[src/rtl/sw_replay_pkg.sv]
// Shared constants for the switch-word replay buffer: FSM encoding and defaults.
package sw_replay_pkg;
  localparam int SW_W       = 10;
  localparam int DEF_DEPTH  = 8;
  localparam int DEF_PERIOD = 100_000_000;

  localparam logic [0:0] ST_IDLE = 1'b0;
  localparam logic [0:0] ST_PLAY = 1'b1;
endpackage

[src/rtl/dec_hex.sv]
// Hex digit to active-low seven-segment pattern, bit order {g,f,e,d,c,b,a}.
module dec_hex (
  input  logic [3:0] val_i,
  output logic [6:0] seg_o
);
  always_comb begin
    unique case (val_i)
      4'h0: seg_o = 7'b1000000;
      4'h1: seg_o = 7'b1111001;
      4'h2: seg_o = 7'b0100100;
      4'h3: seg_o = 7'b0110000;
      4'h4: seg_o = 7'b0011001;
      4'h5: seg_o = 7'b0010010;
      4'h6: seg_o = 7'b0000010;
      4'h7: seg_o = 7'b1111000;
      4'h8: seg_o = 7'b0000000;
      4'h9: seg_o = 7'b0010000;
      4'hA: seg_o = 7'b0001000;
      4'hB: seg_o = 7'b0000011;
      4'hC: seg_o = 7'b1000110;
      4'hD: seg_o = 7'b0100001;
      4'hE: seg_o = 7'b0000110;
      default: seg_o = 7'b0001110;
    endcase
  end
endmodule

[src/rtl/sw_replay.sv]
// Circular buffer of switch words with manual pop and timed automatic playback.
module sw_replay
  import sw_replay_pkg::*;
#(
  parameter int DEPTH  = DEF_DEPTH,
  parameter int PERIOD = DEF_PERIOD
) (
  input  logic            clk100_i,
  input  logic            rst_i,
  input  logic [SW_W-1:0] sw_i,
  input  logic            wr_click_i,
  input  logic            rd_click_i,
  input  logic            play_click_i,
  output logic [SW_W-1:0] ledr_o,
  output logic            full_o,
  output logic            empty_o,
  output logic            ovf_o,
  output logic            playing_o,
  output logic [6:0]      hex0_o,
  output logic [6:0]      hex1_o
);
  localparam int AW = (DEPTH > 1) ? $clog2(DEPTH) : 1;
  localparam int CW = $clog2(DEPTH + 1);
  localparam int TW = (PERIOD > 1) ? $clog2(PERIOD) : 1;
  localparam logic [TW-1:0] RELOAD  = TW'(PERIOD - 1);
  localparam logic [CW-1:0] DEPTH_C = CW'(DEPTH);

  logic [SW_W-1:0] mem_q [DEPTH];
  logic [AW-1:0]   wr_ptr_q, rd_ptr_q;
  logic [CW-1:0]   count_q, count_d;
  logic [TW-1:0]   timer_q, timer_d;
  logic [0:0]      state_q, state_d;
  logic [SW_W-1:0] ledr_q;
  logic            ovf_q;
  logic            pop, push, empty, full;

  assign empty = (count_q == '0);
  assign full  = (count_q == DEPTH_C);

  always_comb begin
    if (state_q == ST_IDLE) pop = rd_click_i && !empty;
    else                    pop = !play_click_i && (timer_q == '0) && !empty;
    // A pop on the same edge frees the slot, so a write to a full buffer still lands.
    push    = wr_click_i && (!full || pop);
    count_d = count_q + CW'(push) - CW'(pop);
    state_d = state_q;
    timer_d = timer_q;
    if (state_q == ST_IDLE) begin
      if (play_click_i && !empty && (count_d != '0)) begin
        state_d = ST_PLAY;
        timer_d = RELOAD;
      end
    end else if (play_click_i) begin
      state_d = ST_IDLE;
    end else begin
      timer_d = (timer_q == '0) ? RELOAD : timer_q - TW'(1);
      if (pop && (count_d == '0)) state_d = ST_IDLE;
    end
  end

  always_ff @(posedge clk100_i or posedge rst_i) begin
    if (rst_i) begin
      wr_ptr_q <= '0;
      rd_ptr_q <= '0;
      count_q  <= '0;
      timer_q  <= '0;
      state_q  <= ST_IDLE;
      ledr_q   <= '0;
      ovf_q    <= 1'b0;
    end else begin
      count_q <= count_d;
      timer_q <= timer_d;
      state_q <= state_d;
      if (push) wr_ptr_q <= wr_ptr_q + AW'(1);
      if (pop) begin
        rd_ptr_q <= rd_ptr_q + AW'(1);
        ledr_q   <= mem_q[rd_ptr_q];
      end
      if (wr_click_i && !push) ovf_q <= 1'b1;
    end
  end

  // Storage needs no reset; only the pointers give it meaning.
  always_ff @(posedge clk100_i) begin
    if (push) mem_q[wr_ptr_q] <= sw_i;
  end

  assign ledr_o    = ledr_q;
  assign full_o    = full;
  assign empty_o   = empty;
  assign ovf_o     = ovf_q;
  assign playing_o = (state_q == ST_PLAY);

  dec_hex u_hex0 (.val_i(4'(count_q)),  .seg_o(hex0_o));
  dec_hex u_hex1 (.val_i(4'(rd_ptr_q)), .seg_o(hex1_o));
endmodule

[config.mk]
export PLATFORM = sky130hd
export DESIGN_NAME = sw_replay
export DESIGN_NICKNAME = d
export VERILOG_FILES = /design/src/rtl/sw_replay_pkg.sv /design/src/rtl/dec_hex.sv /design/src/rtl/sw_replay.sv
export SDC_FILE = /design/constraint.sdc
export NUM_CORES = 1
export LEC_CHECK = 0
export CAP_MARGIN = 20
export CORE_MARGIN = 4
export CORE_UTILIZATION = 40
export CTS_CLUSTER_DIAMETER = 50
export DETAILED_ROUTE_END_ITERATION = 16
export PLACE_DENSITY = 0.68
export SYNTH_ARGS = -nofsm -noshare
export SYNTH_HDL_FRONTEND = slang
export SYNTH_HIERARCHICAL = 1
export SYNTH_SLANG_ARGS = --single-unit
[constraint.sdc]
create_clock -name clk100_i -period 6.7 [get_ports clk100_i]
set_clock_uncertainty 0.15 [all_clocks]
set_input_delay 1.34 -clock clk100_i [delete_from_list [all_inputs] [get_ports clk100_i]]
set_output_delay 1.34 -clock clk100_i [all_outputs]
set_load 0.05 [all_outputs]
# == Word level (Yosys, flattened, before mapping) ==
# Memories as Yosys holds them, arrays and structs flattened. A register that Yosys moved wholly into a read port is not among the register bits.
# Index checks and enable logic that the tools add are counted.
# totals
ff_bits,39
ramBits,80
romBits,224
inputBits,15
out_inout_bits,28
wordCells,46
n_memories,3
# mem_list
memory,depth,word_bits,read_ports,rd_clocked_by_memory_dff,write_ports,line_no,rtl
(no name shown),16,7,1,0,0,dec_hex.sv:7,unique case (val_i)
(no name shown),16,7,1,0,0,dec_hex.sv:7,
mem_q,8,10,1,1,1,sw_replay.sv:28,logic [SW_W-1:0] mem_q [DEPTH];
# op_classes
addsub,5
eq_ne,2
n_mux,11
reduce_logical,19
# ops
op,n
2-to-1 mux 27 bit,4
zero test 27 bit,1
subtractor 27 x 1 -> 27 bit (second input constant),1
logical AND 1 bit,8
zero test 4 bit,2
2-to-1 mux 1 bit,7
adder 3 x 1 -> 3 bit (second input constant),2
adder 4 x 1 -> 4 bit,1
equality test 4 bit (second input constant),1
zero test 1 bit,4
nonzero test 4 bit,1
subtractor 4 x 1 -> 4 bit,1
!= test 2 bit (second input constant),1
AND reduction 2 bit,1
nonzero test 2 bit,1
logical OR 1 bit,1

# == Longest topological paths before layout ==
# depth
depth_word,13
depth_mapped,19
depth_no_buf,15

# == By module ==
# The synthesis kept the hierarchy.
# by_module_without_submodules
mod,n_inst,cells_per_inst,area_per_inst_um2,seq_area_each_um2
sw_replay,1,393,5714.2,3628.5
dec_hex at u_hex1,1,32,275.3,0.0
dec_hex at u_hex0,1,31,261.5,0.0

# == Least setup slack after synthesis ==
# No wires, ideal clock.
# synth_timing
path_type,input to register
from,in play_click_i
to,reg timer_q[15]
setup_time_ns,0.116
t_arrival_ns,4.382
required_ns,6.434
slack_ns,2.052
cell_stages,16
path_buffers,3
cell_sequence,nor2b_1 -> nand4_1 -> o21bai_4 -> nand2_4 -> buf_6 -> mux2i_1 -> ha_1 -> inv_1 -> fa_1 -> inv_1 -> o311ai_0 -> and3_1 -> clkbuf_1 -> clkbuf_1 -> o31ai_1 -> o311ai_0
# synth_via
elab_chain_len,12
word_cells_on_any_way,14
classes_between,2 x add/sub; 1 x eq/ne; 1 x mux; 10 x reduce/logical
# synth_rtl
element,line_no,rtl
"start, declared",sw_replay.sv:13,"input logic play_click_i,"
zero test 1 bit (*),sw_replay.sv:42,else pop = !play_click_i && (timer_q == '0) && !empty;
logical AND 1 bit (*) (2 in a row),sw_replay.sv:42,
2-to-1 mux 1 bit (*),sw_replay.sv:41,if (state_q == ST_IDLE) pop = rd_click_i && !empty;
logical OR 1 bit,sw_replay.sv:44,push = wr_click_i && (!full || pop);
logical AND 1 bit,sw_replay.sv:44,
adder 4 x 1 -> 4 bit,sw_replay.sv:45,count_d = count_q + CW'(push) - CW'(pop);
subtractor 4 x 1 -> 4 bit (*),sw_replay.sv:45,
net count_d[1],sw_replay.sv:30,"logic [CW-1:0] count_q, count_d;"
nonzero test 4 bit (*),sw_replay.sv:49,if (play_click_i && !empty && (count_d != '0)) begin
logical AND 1 bit (*),sw_replay.sv:49,
nonzero test 2 bit (no line) (*),-,
AND reduction 2 bit (no line) (*),-,
"end signal, assigned",sw_replay.sv:72,timer_q <= timer_d;
"end, declared",sw_replay.sv:31,"logic [TW-1:0] timer_q, timer_d;"
# The timed path passes the listed nets; every way through them passes the cells marked *.
# A chain may end at the register's enable or synchronous reset.

# == Final worst setup path ==
# layout_timing
from,in play_click_i
to,reg timer_q[24]
# The elaborated chain is that of the path after synthesis.

==> metrics.txt <==
outcome=completed; Worst IR Drop VDD=272 µV; worst-path fanout max=15; remaining antenna violation count=0; EDFF count, synth=80; routed vias/inst=5.42; fin nets=546; setup ws final=1600 ps; Slew @ Worst Pin=907 ps; Area after DPL=6960 µm²; Max Cap Viol=0; Clock Latency Late Sink=410 ps; fin area=7600 µm²; FMAX=0.196 GHz; final setup vio count=0; placed insts=699; Crit Path Class=in -> reg; YS warnings=6; Site Rows=45; Setup WS pre-CTS=1220 ps; Post-synth top flop=edfxtp_1; Die ar.=17700 µm²; RSZ-0062 raised after global routing=false; Setup TNS Final=0 ps; hpwl dp=8.12 mm; most frequent cells in the layout=edfxtp_1 (80), dfrtp_1 (49), clkdlybuf4s50_1 (42); P&R area growth vs syn=21.5%; Fin. Hold Viols=0; clock-pin slew on the worst setup and hold paths=60 ps; Die W=133 µm; largest net degree at the start of global routing=50; post_cts resized=0; Rel. slew slack=38.9%; kind of start point of the critical path=input pin; Avg Cell Area, Syn=13.7 µm²; footprint of the multi-input gates=2490 µm²; FF+latch area=3630 µm²; Clock Root Buffer=clkbuf_16; Worst setup EP type=register; number of distinct library cells after synthesis=59; Final min period=5100 ps; post-synth top area share=38.4%; n_diodes=0; Iter 0 DRT Violations=283; Pins Over Slew Limit=0; WL/cell=17.3 µm; CTS max path bufs=2; GRT Total Usage=15.0%; Req. time, crit path=6800 ps; Leak=2.76 nW; fraction of layout cells with a size suffix above 1=19.6%; Chip Height=133 µm; Arr. time, crit path=5210 ps; hold_ws=326 ps; vias in the first global route=4080; fillcell total=1250; # DRC=0; cts hold-fix bufs=0; Placer Congestion=0.828; core area=15300 µm²; clock sink count=129; Setup Buffers After CTS=0; first-pass GRT wire length=21.1 mm; HP Class=reg -> reg; Seq/Total Area, Yosys=58.0%; mapped cell area=6250 µm²; Finished Layout Cells=731; largest area contributor in the netlist=edfxtp_1; commonest non-fill, non-tap cell in the layout=edfxtp_1; final WL=12.7 mm; initial antenna violation count=1; total CTS buffers=17; asr flop ratio synth=38.0%; top post-synthesis cells by area=edfxtp_1 (38%), dfrtp_1 (20%), mux4_2 (7.2%), ha_1 (4.6%), mux2_2 (2.9%); vias=3960; PwrDens=495 nW/µm²; I/O Pins=43; Cells after Synth=456; Tcrit/Tclk final=76.2%; H-tree depth=4; Congestion Overflow GR=0; Initial Util=41.0%; Seq cells post-synth=129; Port Buffers=42; CTS tree=built; first-pass iteration count of the detailed router=5
-- per-layer routing --
metal	up-vias	track usage [%]	wire (µm)
met2	104	25.4	6600
li1	1865	-	-
met1	1976	19.3	5360
met3	13	2.97	550
met5	-	0	11
met4	2	4.73	139
-- worst paths after layout --
check                              from          end  slack [ps]  cells after the start
hold / removal                    ovf_o        ovf_o         330                      1
setup reg to reg             timer_q[4]  timer_q[24]        1760                     13
max in group asynchronous         rst_i   timer_q[4]        4670                      3
setup / recovery           play_click_i  timer_q[24]        1600                     14
min in group asynchronous         rst_i  timer_q[11]        1280                      3
hold reg to reg                   ovf_o        ovf_o         330                      1
-- kinds of logic after synthesis --
family	Yosys count	synth area share, %
xor gates and xnor gates	7	0.981
AOI/OAI and AO/OA	73	7.83
muxes	55	14.1
adders and majority gates	24	4.92
buffers and inverters	44	3.12
and+or+nand+nor	123	10.9
DFF	129	58.0
other	1	0.0600
-- cell usage after synthesis (7+ instances only) --
master and count:
a21oi_1 11, clkbuf_1 13, dfrtp_1 49, edfxtp_1 80, ha_1 23, inv_1 21, mux2_2 16, mux2i_1 11
mux4_2 20, nand2_1 21, nand3_1 13, nor2_1 20, nor3_1 13, nor4_1 9, o21ai_0 24, or3_1 10
or4_1 7
-- area by class of cell --
class | instances | share of cell area (%)
Inverter | 22 | 1.09
Clock buffer | 18 | 5.65
Multi-Input combinational cell | 285 | 32.8
Timing Repair Buffer | 52 | 6.52
Sequential cell | 129 | 47.8
Tap cell | 211 | 3.48
Clock inverter | 14 | 2.72
-- report_power, final --
group	internal, mW	leakage (nW)	switching [mW]
sequential	1.01	1.27	0.163
combinational	0.660	1.18	0.945
clock	0.631	0.311	0.350
-- flip-flops by register name, indices dropped and copies added (netlist names) --
| signal | count |
|---|---|
| wr_ptr_q | 3 |
| ovf_o | 1 |
| playing_o | 1 |
| timer_q | 27 |
| ledr_o | 10 |
| rd_ptr_q | 3 |
| count_q | 4 |
| mem_q | 80 |
-- through the flow --
stage | util (%) | total power [mW]
finish | 49.8 | 3.76
global route | 49.8 | 3.98
CTS | 49.8 | 3.80
detailed placement | 45.6 | 2.81
global placement | 45.6 | 2.76
floorplan | - | 2.33
-- worst max-delay path, cell delays in order --
cell             delay, ps
clkdlybuf4s50_1        460
nor2b_1                250
nand4_1                210
o21bai_4               330
nand2_4                220
mux2i_1                210
ha_1                   180
inv_1                   50
fa_1                   470
inv_1                   60
o311ai_0               480
nand3_1                410
nand2_1                340
o311ai_0               190
(Power assumes the default switching activity.)
